## config.mk

```make
export PLATFORM = sky130hd
export DESIGN_NAME = mul_pair_mac_seq_flat
export DESIGN_NICKNAME = d
export VERILOG_FILES = /design/src/rtl/aix_mul_pkg.sv /design/src/rtl/mul_pair_mac_seq_if.sv /design/src/rtl/acc_out_fifo2.sv /design/src/rtl/mul.sv /design/src/rtl/mul_pair_mac_seq.sv /design/src/flat_wrapper.sv
export SDC_FILE = /design/constraint.sdc
export NUM_CORES = 1
export LEC_CHECK = 0
export BUFFER_PORTS_ARGS = -buffer_cell sky130_fd_sc_hd__buf_2
export CAP_MARGIN = 20
export CORE_MARGIN = 2
export CORE_UTILIZATION = 46
export DETAILED_ROUTE_END_ITERATION = 8
export GPL_TIMING_DRIVEN = 1
export SYNTH_ARGS = -nofsm -noshare
export SYNTH_HDL_FRONTEND = slang
export SYNTH_SLANG_ARGS = --single-unit
```

## constraint.sdc

```tcl
create_clock -name clk -period 10.5 [get_ports clk]
set_input_delay 0 -clock clk [delete_from_list [all_inputs] [get_ports clk]]
set_output_delay 0 -clock clk [all_outputs]
set_load 0.01 [all_outputs]
```

## src/rtl/aix_mul_pkg.sv

```systemverilog
// Shared definitions for the dual-INT8 multiply/accumulate path.
//   MUL_LAT_DEF : default cycles from mul input to valid ac/bc
//   ACC_W_DEF   : default signed accumulator width
//   INT8_W      : operand width
//   PROD16_W    : width of each signed product returned by mul
//   acc_pair_t  : one completed group result {acc_a, acc_b}
package aix_mul_pkg;

  localparam int unsigned MUL_LAT_DEF = 3;
  localparam int unsigned ACC_W_DEF   = 24;
  localparam int unsigned INT8_W      = 8;
  localparam int unsigned PROD16_W    = 16;

  typedef struct packed {
    logic signed [ACC_W_DEF-1:0] acc_a;
    logic signed [ACC_W_DEF-1:0] acc_b;
  } acc_pair_t;

endpackage

```

## src/rtl/mul_pair_mac_seq_if.sv

```systemverilog
// Beat-in / result-out bus of mul_pair_mac_seq.
//   in_valid/in_ready/in_a/in_b/in_c/in_last : input beat stream
//   clr                                      : synchronous abort
//   out_valid/out_ready/out_acc_a/out_acc_b  : result stream
//   busy                                     : work in flight or buffered
// master = producer/consumer side, slave = the sequencer.
interface mul_pair_mac_seq_if #(
  parameter int unsigned ACC_W = aix_mul_pkg::ACC_W_DEF
) ();

  logic              in_valid;
  logic              in_ready;
  logic signed [7:0] in_a;
  logic signed [7:0] in_b;
  logic signed [7:0] in_c;
  logic              in_last;
  logic              clr;

  logic                    out_valid;
  logic                    out_ready;
  logic signed [ACC_W-1:0] out_acc_a;
  logic signed [ACC_W-1:0] out_acc_b;
  logic                    busy;

  modport master (
    output in_valid, in_a, in_b, in_c, in_last, clr, out_ready,
    input  in_ready, out_valid, out_acc_a, out_acc_b, busy
  );

  modport slave (
    input  in_valid, in_a, in_b, in_c, in_last, clr, out_ready,
    output in_ready, out_valid, out_acc_a, out_acc_b, busy
  );

endinterface

```

## src/rtl/acc_out_fifo2.sv

```systemverilog
// Two-entry result FIFO. Entry 0 is always the head; a pop shifts entry 1 down.
// Push and pop in the same cycle are allowed and leave the count unchanged.
// The caller guarantees no push into a full FIFO without a matching pop.
//   clk, rstn  : clock, asynchronous active-low reset
//   flush      : synchronous empty
//   push       : write push_data
//   pop        : consume head (ignored when empty)
//   head       : head entry
//   valid      : head entry valid
//   count      : number of stored entries (0..2)
module acc_out_fifo2 #(
  parameter int unsigned WIDTH = 48
) (
  input  logic             clk,
  input  logic             rstn,
  input  logic             flush,
  input  logic             push,
  input  logic [WIDTH-1:0] push_data,
  input  logic             pop,
  output logic [WIDTH-1:0] head,
  output logic             valid,
  output logic [1:0]       count
);

  logic [WIDTH-1:0] mem0_q, mem0_d;
  logic [WIDTH-1:0] mem1_q, mem1_d;
  logic [1:0]       count_q, count_d;
  logic [1:0]       count_s;
  logic             pop_eff;

  always_comb begin
    pop_eff = pop && (count_q != 2'd0);
    mem0_d  = pop_eff ? mem1_q : mem0_q;
    mem1_d  = mem1_q;
    count_s = count_q - {1'b0, pop_eff};
    // Push lands in the first free slot after the pop has been applied.
    if (push) begin
      if (count_s == 2'd0) begin
        mem0_d = push_data;
      end else begin
        mem1_d = push_data;
      end
    end
    count_d = count_s + {1'b0, push};
    if (flush) begin
      count_d = 2'd0;
    end
  end

  always_ff @(posedge clk or negedge rstn) begin
    if (!rstn) begin
      mem0_q  <= '0;
      mem1_q  <= '0;
      count_q <= 2'd0;
    end else begin
      mem0_q  <= mem0_d;
      mem1_q  <= mem1_d;
      count_q <= count_d;
    end
  end

  assign head  = mem0_q;
  assign valid = (count_q != 2'd0);
  assign count = count_q;

endmodule

```

## src/rtl/mul.sv

```systemverilog
// Dual signed INT8 multiplier sharing one weight: ac = a*c, bc = b*c.
// Fixed LAT-stage pipeline with no clock enable and no reset, like the DSP it
// stands in for; downstream logic qualifies the outputs with its own valids.
//   clk        : clock
//   a, b, c    : signed INT8 operands
//   ac, bc     : signed 16-bit products, LAT cycles after the operands
module mul #(
  parameter int unsigned LAT = 3
) (
  input  logic               clk,
  input  logic signed [7:0]  a,
  input  logic signed [7:0]  b,
  input  logic signed [7:0]  c,
  output logic signed [15:0] ac,
  output logic signed [15:0] bc
);

  logic signed [15:0] ac_q [LAT];
  logic signed [15:0] bc_q [LAT];

  always_ff @(posedge clk) begin
    ac_q[0] <= 16'(a) * 16'(c);
    bc_q[0] <= 16'(b) * 16'(c);
    for (int i = 1; i < LAT; i++) begin
      ac_q[i] <= ac_q[i-1];
      bc_q[i] <= bc_q[i-1];
    end
  end

  assign ac = ac_q[LAT-1];
  assign bc = bc_q[LAT-1];

endmodule

```

## src/rtl/mul_pair_mac_seq.sv

```systemverilog
// Sequencer/accumulator around the dual-INT8 multiplier. Accepted beats are
// registered and issued to mul one per cycle; a valid/last shift register
// tracks them through the fixed mul latency. At the pipe tail both products
// are sign-extended and accumulated per group; a last beat pushes the group
// sums into a 2-entry output FIFO.
//   clk   : clock
//   rstn  : asynchronous active-low reset
//   bus   : beat/result stream, clr and busy (slave side)
module mul_pair_mac_seq #(
  parameter int unsigned MUL_LAT = aix_mul_pkg::MUL_LAT_DEF,
  parameter int unsigned ACC_W   = aix_mul_pkg::ACC_W_DEF
) (
  input  logic              clk,
  input  logic              rstn,
  mul_pair_mac_seq_if.slave bus
);

  import aix_mul_pkg::*;

  logic                      rdy_en_q;
  logic                      in_ready;
  logic                      accept;

  logic signed [INT8_W-1:0]  a_q, b_q, c_q;
  logic                      iss_vld_q, iss_last_q;
  logic [MUL_LAT-1:0]        vld_q, last_q;
  logic                      tail_vld, tail_last;

  logic signed [PROD16_W-1:0] p_a, p_b;
  logic signed [ACC_W-1:0]    acc_a_q, acc_b_q;
  logic signed [ACC_W-1:0]    sum_a, sum_b;
  logic                       first_q;

  logic [1:0]                last_inflight_q, last_inflight_d;
  logic [1:0]                buf_count;
  logic [2:0]                credit_used;
  logic                      buf_push, buf_valid;
  logic [2*ACC_W-1:0]        buf_head;

  // Credits: every last beat in flight reserves one FIFO slot, so a result
  // always has room when it reaches the tail and the pipe never stalls.
  assign credit_used = {1'b0, buf_count} + {1'b0, last_inflight_q};
  assign in_ready    = rdy_en_q && !bus.clr && (credit_used < 3'd2);
  assign accept      = bus.in_valid && in_ready;

  // Holds in_ready low for the first cycle after reset release.
  always_ff @(posedge clk or negedge rstn) begin
    if (!rstn) begin
      rdy_en_q <= 1'b0;
    end else begin
      rdy_en_q <= 1'b1;
    end
  end

  always_ff @(posedge clk or negedge rstn) begin
    if (!rstn) begin
      a_q        <= '0;
      b_q        <= '0;
      c_q        <= '0;
      iss_vld_q  <= 1'b0;
      iss_last_q <= 1'b0;
    end else begin
      iss_vld_q  <= accept;
      iss_last_q <= accept && bus.in_last;
      if (accept) begin
        a_q <= bus.in_a;
        b_q <= bus.in_b;
        c_q <= bus.in_c;
      end
    end
  end

  mul #(
    .LAT (MUL_LAT)
  ) u_mul (
    .clk (clk),
    .a   (a_q),
    .b   (b_q),
    .c   (c_q),
    .ac  (p_a),
    .bc  (p_b)
  );

  // Valid/last travel alongside mul; clr squashes everything in flight.
  always_ff @(posedge clk or negedge rstn) begin
    if (!rstn) begin
      vld_q  <= '0;
      last_q <= '0;
    end else if (bus.clr) begin
      vld_q  <= '0;
      last_q <= '0;
    end else begin
      vld_q  <= {vld_q[MUL_LAT-2:0], iss_vld_q};
      last_q <= {last_q[MUL_LAT-2:0], iss_last_q};
    end
  end

  assign tail_vld  = vld_q[MUL_LAT-1] && !bus.clr;
  assign tail_last = tail_vld && last_q[MUL_LAT-1];

  always_comb begin
    sum_a = {{(ACC_W-PROD16_W){p_a[PROD16_W-1]}}, p_a};
    sum_b = {{(ACC_W-PROD16_W){p_b[PROD16_W-1]}}, p_b};
    if (!first_q) begin
      sum_a = acc_a_q + sum_a;
      sum_b = acc_b_q + sum_b;
    end
  end

  always_ff @(posedge clk or negedge rstn) begin
    if (!rstn) begin
      acc_a_q <= '0;
      acc_b_q <= '0;
      first_q <= 1'b1;
    end else if (bus.clr) begin
      first_q <= 1'b1;
    end else if (tail_vld) begin
      acc_a_q <= sum_a;
      acc_b_q <= sum_b;
      first_q <= tail_last;
    end
  end

  always_comb begin
    last_inflight_d = last_inflight_q;
    if (bus.clr) begin
      last_inflight_d = 2'd0;
    end else begin
      if (accept && bus.in_last) begin
        last_inflight_d = last_inflight_d + 2'd1;
      end
      if (tail_last) begin
        last_inflight_d = last_inflight_d - 2'd1;
      end
    end
  end

  always_ff @(posedge clk or negedge rstn) begin
    if (!rstn) begin
      last_inflight_q <= 2'd0;
    end else begin
      last_inflight_q <= last_inflight_d;
    end
  end

  assign buf_push = tail_last;

  acc_out_fifo2 #(
    .WIDTH (2 * ACC_W)
  ) u_acc_out_fifo2 (
    .clk       (clk),
    .rstn      (rstn),
    .flush     (bus.clr),
    .push      (buf_push),
    .push_data ({sum_a, sum_b}),
    .pop       (bus.out_ready),
    .head      (buf_head),
    .valid     (buf_valid),
    .count     (buf_count)
  );

  assign bus.in_ready  = in_ready;
  assign bus.out_valid = buf_valid;
  assign bus.out_acc_a = buf_head[2*ACC_W-1:ACC_W];
  assign bus.out_acc_b = buf_head[ACC_W-1:0];
  assign bus.busy      = iss_vld_q || (|vld_q) || !first_q || (buf_count != 2'd0);

endmodule

```

## src/flat_wrapper.sv

```systemverilog
// flat-port wrapper written by rule: the top's interface ports become plain ports
module mul_pair_mac_seq_flat import aix_mul_pkg::*;
#(
  parameter int unsigned MUL_LAT = aix_mul_pkg::MUL_LAT_DEF,
  parameter int unsigned ACC_W   = aix_mul_pkg::ACC_W_DEF
)
  (clk, rstn, bus_in_valid, bus_in_a, bus_in_b, bus_in_c, bus_in_last, bus_clr, bus_out_ready, bus_in_ready, bus_out_valid, bus_out_acc_a, bus_out_acc_b, bus_busy);
  mul_pair_mac_seq_if #(.ACC_W(ACC_W)) bus_i ();
  input  logic clk;
  input  logic rstn;
  input wire logic [$bits(bus_i.in_valid)-1:0] bus_in_valid;
  input wire logic [$bits(bus_i.in_a)-1:0] bus_in_a;
  input wire logic [$bits(bus_i.in_b)-1:0] bus_in_b;
  input wire logic [$bits(bus_i.in_c)-1:0] bus_in_c;
  input wire logic [$bits(bus_i.in_last)-1:0] bus_in_last;
  input wire logic [$bits(bus_i.clr)-1:0] bus_clr;
  input wire logic [$bits(bus_i.out_ready)-1:0] bus_out_ready;
  output wire logic [$bits(bus_i.in_ready)-1:0] bus_in_ready;
  output wire logic [$bits(bus_i.out_valid)-1:0] bus_out_valid;
  output wire logic [$bits(bus_i.out_acc_a)-1:0] bus_out_acc_a;
  output wire logic [$bits(bus_i.out_acc_b)-1:0] bus_out_acc_b;
  output wire logic [$bits(bus_i.busy)-1:0] bus_busy;
  assign bus_i.in_valid = bus_in_valid;
  assign bus_i.in_a = bus_in_a;
  assign bus_i.in_b = bus_in_b;
  assign bus_i.in_c = bus_in_c;
  assign bus_i.in_last = bus_in_last;
  assign bus_i.clr = bus_clr;
  assign bus_i.out_ready = bus_out_ready;
  assign bus_in_ready = bus_i.in_ready;
  assign bus_out_valid = bus_i.out_valid;
  assign bus_out_acc_a = bus_i.out_acc_a;
  assign bus_out_acc_b = bus_i.out_acc_b;
  assign bus_busy = bus_i.busy;
  mul_pair_mac_seq #(.MUL_LAT(MUL_LAT), .ACC_W(ACC_W)) u_core (.clk(clk), .rstn(rstn), .bus(bus_i));
endmodule
```

==> flow_summary.toml, run 1 <==
[synth]
synth_warnings = 0
syn_area_um2 = 16820
synth_edf_count = 0
avgSynthCellArea_um2 = 9.694
yosysTopAreaCell = "dfrtp_1"
yosysSeqAreaShare_pct = 38.51
async_flop_share_pct = 65.47
synth_seq_cells = 278
synthTopCellsByArea = "dfrtp_1, fa_1, dfxtp_1"
synth_cell_types = 76
synthCells = 1735
synth.top_cell.area_share_pct = 26.93
synth_ff_type = "dfrtp_1"
synth_nets = 1984

[timing]
slew-limit-headroom_pct = 36.25
worst_slew_pin_slew_ns = 0.9563
holdWs_ns = 0.1184
rsz0062_at_grt = "false"
finClkSkew_ns = 0.01164
finalHoldViolCount = 0
layout_min_cycle_time_ns = 4.709
fmax_mhz = 212.4
setup_viol = 0
fin_ws_ns = 5.791
finalCritPeriodShare_pct = 44.84
slew_violations = 0
fin_setup_tns_ns = 0

[placement]
portBuffers = 80
place.gp.congestion = 0.8352
dp_slack_ns = 5.811
place_hpwl_mm = 23.58

[global_routing]
grt_pass1_vias = 11961
grt_pass1_wl_mm = 59.07
overflow = 0
grt_max_degree = 115
grtUsageTotal_pct = 18.60
grt_antenna_before_repair = 0

[drt]
ant_nets = 0
drt_iter0_drc = 485
vias = 11856
drc = 0
wl_per_cell_um = 14.65
wirelength_mm = 33.88
dr.pass1.iters = 5
vias_per_cell = 5.126

[cts]
clkLatencyLatePin_ns = 0.55
cts_setup_buffers = 0
cts_tree = "yes"
root_buffer = "clkbuf_16"
h-tree-depth = 1
clock_path_buffers = 3
clk_pin_slew_ns = 0.06
cts-resized-gates = 0
cts_num_sinks = 278
postCtsHoldBufs = 29
numCtsBuffers = 31

[critical_path]
cp-start-kind = "flop"
required_ns = 10.93
cp.arrival_ns = 5.14
worstSetupEndpointType = "flop"
path_max_fanout = 17
critical_path_class = "reg2reg"
ff2ff_setup_slack_ns = 5.79

[layout]
final_nets = 2070
insertedDiodeCount = 0
nFillCells = 3324
layout-drive-gt1-share_pct = 10.51
area_delta_synth_final_pct = 12.88

[die]
fp.dieH_um = 195.2
coreArea_um2 = 36350
die_x_um = 195.2
start_util_pct = 46.27
pin_count = 81
die-area_um2 = 38110
rows = 70

[hold_path]
hp-class = "in2async"

[outcome]
status = "finished clean"

[run]
max-cap-violations = 0
## final cells by class
cell class                      instances  area, µm²  area share, %
Clock inverter                          6      33.78         0.1779
Multi-Input combinational cell       1210       9435          49.70
Timing Repair Buffer                  120      782.0          4.119
Inverter                              180      675.6          3.559
Clock buffer                           51      994.7          5.240
Sequential cell                       278       6477          34.12
Tap cell                              468      585.6          3.084
## worst max-delay path, stage by stage (launching register included)
cell and delay (ns):
dfrtp_1 0.58, and2_1 0.26, fa_1 0.53, inv_1 0.05
fa_1 0.53, inv_1 0.05, fa_1 0.47, inv_1 0.05
fa_1 0.47, inv_1 0.04, ha_1 0.31, o21ai_0 0.13
a21boi_0 0.16, o21a_1 0.20, o21ai_0 0.15, nand2b_1 0.07
a21o_1 0.21, o311ai_0 0.32
## cell usage after synthesis (11+ instances only)
library cell,instances
a21boi_0,11
a21o_1,48
a21oi_1,77
and2_1,91
and3_1,19
clkbuf_1,57
dfrtp_1,181
dfxtp_1,96
fa_1,113
ha_1,106
inv_1,179
mux2_2,28
nand2_1,232
nand2b_1,14
nor2_1,71
nor2b_1,29
nor3_1,11
o21a_1,12
o21ai_0,142
o21ai_1,11
xnor2_1,50
xor2_1,17
## final timing paths
| path | cells past startpoint | endpoint | start |
|---|---|---|---|
| max in group asynchronous | 3 | u_core.b_q[0] | rstn |
| min in group clk | 6 | u_core.u_acc_out_fifo2.head[44] | bus_out_ready |
| max reg2reg | 17 | u_core.u_mul.ac_q[0][14] | u_core.c_q[2] |
| min | 2 | u_core.u_acc_out_fifo2.head[42] | rstn |
| min reg2reg | 0 | u_core.u_mul.ac_q[0][28] | u_core.u_mul.ac_q[0][12] |
| max | 17 | u_core.u_mul.ac_q[0][14] | u_core.c_q[2] |
## per-stage QoR
step	cells	utilization, %	cell area, µm²
after floorplan	1735	-	16820
after global placement	2226	48.58	17660
after detailed placement	2226	48.58	17660
after CTS	2312	52.21	18980
after global routing	2313	52.23	18980
final	2313	52.23	18980
## cell families after synthesis
kind of cell,Yosys count,share of synthesized area [%]
adder cells (fa/ha/maj),219,21.34
flip-flops,278,38.51
buffers and inverters,247,5.513
multiplexers,38,2.470
AND/OR/NAND/NOR,501,14.21
AO/OA/AOI/OAI,384,14.45
XOR/XNOR,67,3.489
other,1,0.02230
## sequential cells by signal, summed over array words and instances (netlist names), 2 cells and up
register and count:
u_core.u_mul.ac_q 48, u_core.acc_b_q 24, u_core.u_acc_out_fifo2.mem1_q 48, u_core.u_acc_out_fifo2.head 48, u_core.vld_q 3, u_core.c_q 8, u_core.a_q 8, u_core.acc_a_q 24
u_core.last_q 3, u_core.u_mul.bc_q 48, u_core.last_inflight_q 2, u_core.b_q 8, u_core.u_acc_out_fifo2.count 2
## layer usage
layer  track usage, %  share of wire (%)  vias up
li1                 -                  -     5909
met1            26.08                 50     5739
met2            31.01                 45      173
met3            2.573                3.7       35
met4            3.760                1.6        0
met5                0                  0        -
## layout by cell type (no fill, tap or decap), types with 12 or more instances in the layout
| master | n |
|---|---|
| o21a_1 | 12 |
| inv_1 | 179 |
| clkbuf_16 | 34 |
| xor2_1 | 17 |
| nor2_1 | 70 |
| buf_2 | 79 |
| a21o_1 | 48 |
| ha_1 | 106 |
| nor2b_1 | 29 |
| a21oi_1 | 76 |
| dfxtp_1 | 96 |
| dlygate4sd3_1 | 29 |
| o21ai_0 | 142 |
| nand2b_1 | 13 |
| xnor2_1 | 50 |
| and3_1 | 19 |
| and2_1 | 91 |
| mux2_2 | 28 |
| fa_1 | 113 |
| nand2_1 | 231 |
| dfrtp_1 | 181 |
Power of run 1 is not shown: default switching activity piles up to over one toggle a cycle in this logic, so the estimate is an artifact.
==> run 2, diff against run 1 <==
- clock period: 10.5 -> 4.4 ns (I/O delays scaled with it)
==> flow_summary.toml, run 2 (same netlist as run 1, synthesis figures left out) <==
[layout]
final_cell_mix = "nand2_1, dfrtp_1, inv_1"
layout-drive-gt1-share_pct = 17.27
final_nets = 2124
insertedDiodeCount = 0
finalNonFillerCells = 2367
seqCellArea_um2 = 6487
nFillCells = 3228
multiInputGateArea_um2 = 9727
layout_commonest_cell = "nand2_1"
area_delta_synth_final_pct = 17.37

[global_routing]
grt_pass1_vias = 11994
grt_pass1_wl_mm = 58.86
grt_antenna_before_repair = 0
overflow = 0
grt_max_degree = 111
grtUsageTotal_pct = 18.53

[cts]
h-tree-depth = 1
clock_path_buffers = 3
clkLatencyLatePin_ns = 0.58
numCtsBuffers = 31
root_buffer = "clkbuf_16"
cts_num_sinks = 278
clk_pin_slew_ns = 0.07
cts_tree = "yes"

[critical_path]
crit_start = "u_core.c_q[0]"
cp.arrival_ns = 4.81
reg2reg_to = "u_core.u_mul.ac_q[0][13]"
worstSetupEndpointType = "flop"
endpoint = "u_core.u_mul.ac_q[0][13]"
cp-start-kind = "flop"
reg2reg_depth = 20
worstReg2RegStart = "u_core.c_q[0]"
required_ns = 4.86
ff2ff_setup_slack_ns = 0.05
critical_path_class = "reg2reg"
path_max_fanout = 6

[timing]
fmax_mhz = 229.9
worst_slew_pin_slew_ns = 0.9144
setup_viol = 0
slew-limit-headroom_pct = 38.95
holdWs_ns = 0.09669
layout_min_cycle_time_ns = 4.350
fin_setup_tns_ns = 0
finalHoldViolCount = 0
finalCritPeriodShare_pct = 98.87
rsz0062_at_grt = "true"
finClkSkew_ns = 0.01805
slew_violations = 0

[drt]
vias_per_cell = 5.093
wl_per_cell_um = 14.74
drc = 0
wirelength_mm = 34.88
drt_iter0_drc = 445
dr.pass1.iters = 5
ant_nets = 0
vias = 12056

[die]
pin_count = 81
rows = 70
die_x_um = 195.2
die-area_um2 = 38110
coreArea_um2 = 36350
fp.dieH_um = 195.2
start_util_pct = 46.27

[placement]
dp.cells = 2274
place.gp.congestion = 0.8341
portBuffers = 80
place_hpwl_mm = 24.20

[run]
max-cap-violations = 0

[outcome]
status = "finished clean"

[hold_path]
hp-class = "in2async"
## run 2: cell types whose count changed in the layout (fill, tap and decap cells not counted), moves of 8 or more
cell / previous run / this run
ha_4: 0 / 12
inv_1: 179 / 162
dfrtp_2: 0 / 8
and2_1: 91 / 82
buf_4: 11 / 55
ha_1: 106 / 94
inv_2: 1 / 18
dfrtp_1: 181 / 173
and2_4: 0 / 9
clkbuf_1: 9 / 0
buf_6: 0 / 10
## run 2: how the worst min path moves through the flow
stage / from / end / slack (ns) / cells past startpoint
global placement: rstn / u_core.u_acc_out_fifo2.head[42] / 0.19 / 1
global route: bus_in_b[4] / u_core.b_q[4] / 0.17 / 3
finish: rstn / u_core.u_acc_out_fifo2.head[42] / 0.1 / 2
floorplan: rstn / u_core.a_q[0] / -0.30 / 0
CTS: rstn / u_core.u_acc_out_fifo2.head[42] / 0.14 / 2
detailed placement: rstn / u_core.u_acc_out_fifo2.head[42] / 0.19 / 1
## run 2: stage by stage
stage / util (%) / area (µm²) / setup slack [ns]
after floorplan: - / 16820 / 0.05911
after global placement: 49.57 / 18020 / 0.01641
after detailed placement: 49.57 / 18020 / -0.1354
after CTS: 53.26 / 19360 / 0.001802
after global routing: 54.31 / 19740 / -0.1315
final: 54.31 / 19740 / 0.04955
## run 2: worst max-delay path: stages (launching register included)
cell	delay [ns]
dfrtp_2	0.45
buf_6	0.14
and2_4	0.15
ha_4	0.25
inv_1	0.04
fa_1	0.49
inv_2	0.05
ha_4	0.25
inv_2	0.03
fa_1	0.54
inv_1	0.06
ha_1	0.29
a21o_1	0.19
a21oi_2	0.14
nand2b_4	0.15
a21boi_4	0.05
o311a_1	0.34
o21a_1	0.21
o21ai_2	0.19
nor2b_4	0.17
xnor2_1	0.06
## run 2: area by class of cell
| type | count | area share [%] |
|---|---|---|
| multi-input cells | 1210 | 49.27 |
| flip-flops and latches | 278 | 32.86 |
| repair buffers | 174 | 6.205 |
| clock buffers | 37 | 4.576 |
| inverters | 180 | 3.423 |
| well taps | 468 | 2.966 |
| clock inverters | 20 | 0.6909 |
## run 2: layer usage
| metal | vias to the layer above | global-route usage, % | routed length, µm |
|---|---|---|---|
| met4 | 0 | 4.100 | 575 |
| met5 | - | 0 | 0 |
| met2 | 197 | 30.40 | 15870 |
| li1 | 6007 | - | - |
| met3 | 43 | 2.263 | 1273 |
| met1 | 5809 | 26.39 | 17160 |
## run 2: repair_timing
action | CTS | global route
setup buffers | 0 | 10
pin swaps | 0 | 37
setup endpoints to repair | 7 | 9
hold buffers | 29 | 0
endpoints found under the hold margin | 145 | 0
gates cloned | 0 | 0
resized for setup | 10 | 84
Power of run 2 is left out for the same reason.
==> run 3, diff against run 2 <==
- ABC_AREA: unset -> 1
- CTS_CLUSTER_DIAMETER: unset -> 30
- RECOVER_POWER: unset -> 25
==> flow_summary.toml, run 3 <==
[timing]
finalCritPeriodShare_pct = 95.77
fin_ws_ns = 0.1860
slew_violations = 101
fmax_mhz = 237.3
worst_slew_pin_slew_ns = 2.574
finalHoldViolCount = 0
layout_min_cycle_time_ns = 4.214
slew-limit-headroom_pct = -71.57
finClkSkew_ns = 0.01830
rsz0062_at_grt = "true"
setup_viol = 0

[drt]
vias_per_cell = 4.774
drc = 0
wl_per_cell_um = 14.24
wirelength_mm = 44.92
vias = 15062
dr.pass1.iters = 6
drt_iter0_drc = 927
ant_nets = 0

[die]
start_util_pct = 46.60
coreArea_um2 = 39640
die_x_um = 204.4
rows = 73
die-area_um2 = 41780
fp.dieH_um = 204.4
pin_count = 81

[global_routing]
grt_pass1_wl_mm = 75.63
grt_antenna_before_repair = 0
overflow = 0
grt_max_degree = 101
grt_pass1_vias = 15122
grtUsageTotal_pct = 22.53

[synth]
synth-compound-area-share_pct = 5.825
synthCells = 2465
muxShareOfSynthArea_pct = 0
synth_seq_cells = 278
synth_edf_count = 0
syn_area_um2 = 18470
synth_cell_types = 41
synth_common_cells = "nand2_1, inv_1, dfrtp_1"
synth_top_family_by_area = "simple AND/OR/NAND/NOR gates"
synthTopCellsByArea = "dfrtp_1, nand2_1, fa_1"
avgSynthCellArea_um2 = 7.493
synth_nets = 2714
synth_xor_area_share_pct = 1.802
yosysSeqAreaShare_pct = 35.07
synth_ff_type = "dfrtp_1"
synth.most_common_cell = "nand2_1"
synth.top_cell.area_share_pct = 24.52
synthAdderAreaFrac_pct = 19.43
yosys.area_share.simple_pct = 25.35
yosysTopAreaCell = "dfrtp_1"
async_flop_share_pct = 65.47
synth_warnings = 0

[placement]
portBuffers = 80
place_hpwl_mm = 32.27
dp.cells = 3008
place_area_um2 = 19300
place.gp.congestion = 0.8869
dp_slack_ns = -0.03270

[layout]
final_nets = 2833
layout-drive-gt1-share_pct = 9.582
insertedDiodeCount = 0
final_cell_mix = "nand2_1, inv_1, dfrtp_1"
finalNonFillerCells = 3155
layout_commonest_cell = "nand2_1"
nFillCells = 3796
area_delta_synth_final_pct = 17.48
final_cell_area_um2 = 21700

[critical_path]
required_ns = 4.91
path_max_fanout = 17
cp-start-kind = "flop"
cp.arrival_ns = 4.72
critical_path_class = "reg2reg"
worstSetupEndpointType = "flop"

[cts]
clock_path_buffers = 3
cts_tree = "yes"
root_buffer = "clkbuf_16"
numCtsBuffers = 54
h-tree-depth = 2
clk_pin_slew_ns = 0.05
cts_num_sinks = 278
clkLatencyLatePin_ns = 0.60

[hold_path]
hp-class = "in2reg"

[power]
ir_drop_uv = 462.7
powerDensity_nw_per_um2 = 763.6
p_leak_nw = 12.41
totalPowerFinal_mw = 16.57

[run]
max-cap-violations = 1

[outcome]
status = "complete, but fails checks"
violations = "max-capacitance violations, max-slew violations"
[run 3: changes by cell type after synthesis, moves of 41 or more]
cell	delta
nand2_1	+594
inv_1	+317
nand3_1	+135
and2_1	-88
o21ai_0	-64
a21o_1	-48
nor2_1	+41
[run 3: logic make-up after synthesis]
logic type                 Yosys count
and+or+nand+nor                   1148
buffers and inverters              589
DFF                                278
adders and majority gates          219
AOI/OAI and AO/OA                  192
xor gates and xnor gates            38
other                                1
[run 3: path summary, 6_finish.rpt]
path	start	endpoint	depth (start not counted)	slack (ns)
max in group asynchronous	rstn	u_core.c_q[7]	3	1.85
hold / removal	bus_in_valid	u_core.a_q[5]	4	0.03
setup reg to reg	u_core.c_q[3]	u_core.u_mul.ac_q[0][12]	17	0.19
hold reg to reg	u_core.u_mul.ac_q[0][24]	u_core.u_mul.ac_q[0][40]	0	0.32
setup / recovery	u_core.c_q[3]	u_core.u_mul.ac_q[0][12]	17	0.19
min in group asynchronous	rstn	u_core.acc_b_q[15]	2	0.66
[run 3: what timing repair did]
action,CTS,global route
hold buffers,45,0
resized for setup,2,13
buffers inserted,0,0
endpoints found under the setup margin,2,10
endpoints found under the hold margin,134,0
[run 3: routing by layer]
| metal | track usage (%) | share of wire [%] | vias up |
|---|---|---|---|
| met5 | 0 | 0 | - |
| met4 | 6.651 | 2.1 | 0 |
| met3 | 3.667 | 5.3 | 74 |
| met2 | 35.79 | 44 | 338 |
| met1 | 31.66 | 49 | 6949 |
| li1 | - | - | 7701 |
[run 3: layout make-up]
cell class              count  area (µm²)  area share [%]
clock buffers              62        1411           6.504
clock inverters            40       519.2           2.393
inverters                 503        1893           8.724
multi-input cells        1598        9698           44.69
flip-flops and latches    278        6490           29.91
well taps                 525       656.9           3.027
repair buffers            149        1031           4.751
[run 3: worst max-delay path, cell delays in order, from the launching register on]
cell and delay [ns]:
dfrtp_2 0.55, nand2_1 0.11, inv_1 0.06, fa_1 0.50
inv_1 0.06, fa_1 0.53, inv_1 0.05, fa_1 0.47
inv_1 0.05, fa_1 0.47, inv_1 0.04, ha_1 0.29
a21oi_1 0.22, nor2_1 0.10, nor4_2 0.27, nor2_1 0.07
nor2_1 0.13, xor2_1 0.17
[run 3: where the power goes]
part	internal [mW]	leakage [nW]	switching [mW]
logic	3.27	8.33	5.06
registers	3.39	3.15	0.570
clock network	2.78	0.925	1.51
[run 3: through the flow]
step | util, % | TNS, ns | hold WS [ns]
detailed placement | 48.70 | -0.03270 | 0.1575
finish | 54.74 | 0 | 0.03388
CTS | 54.71 | 0 | 0.0008287
global route | 54.74 | -0.04952 | 0.05329
global placement | 48.70 | 0 | 0.1495
floorplan | - | 0 | -0.2956
(Power assumes the default switching activity.)
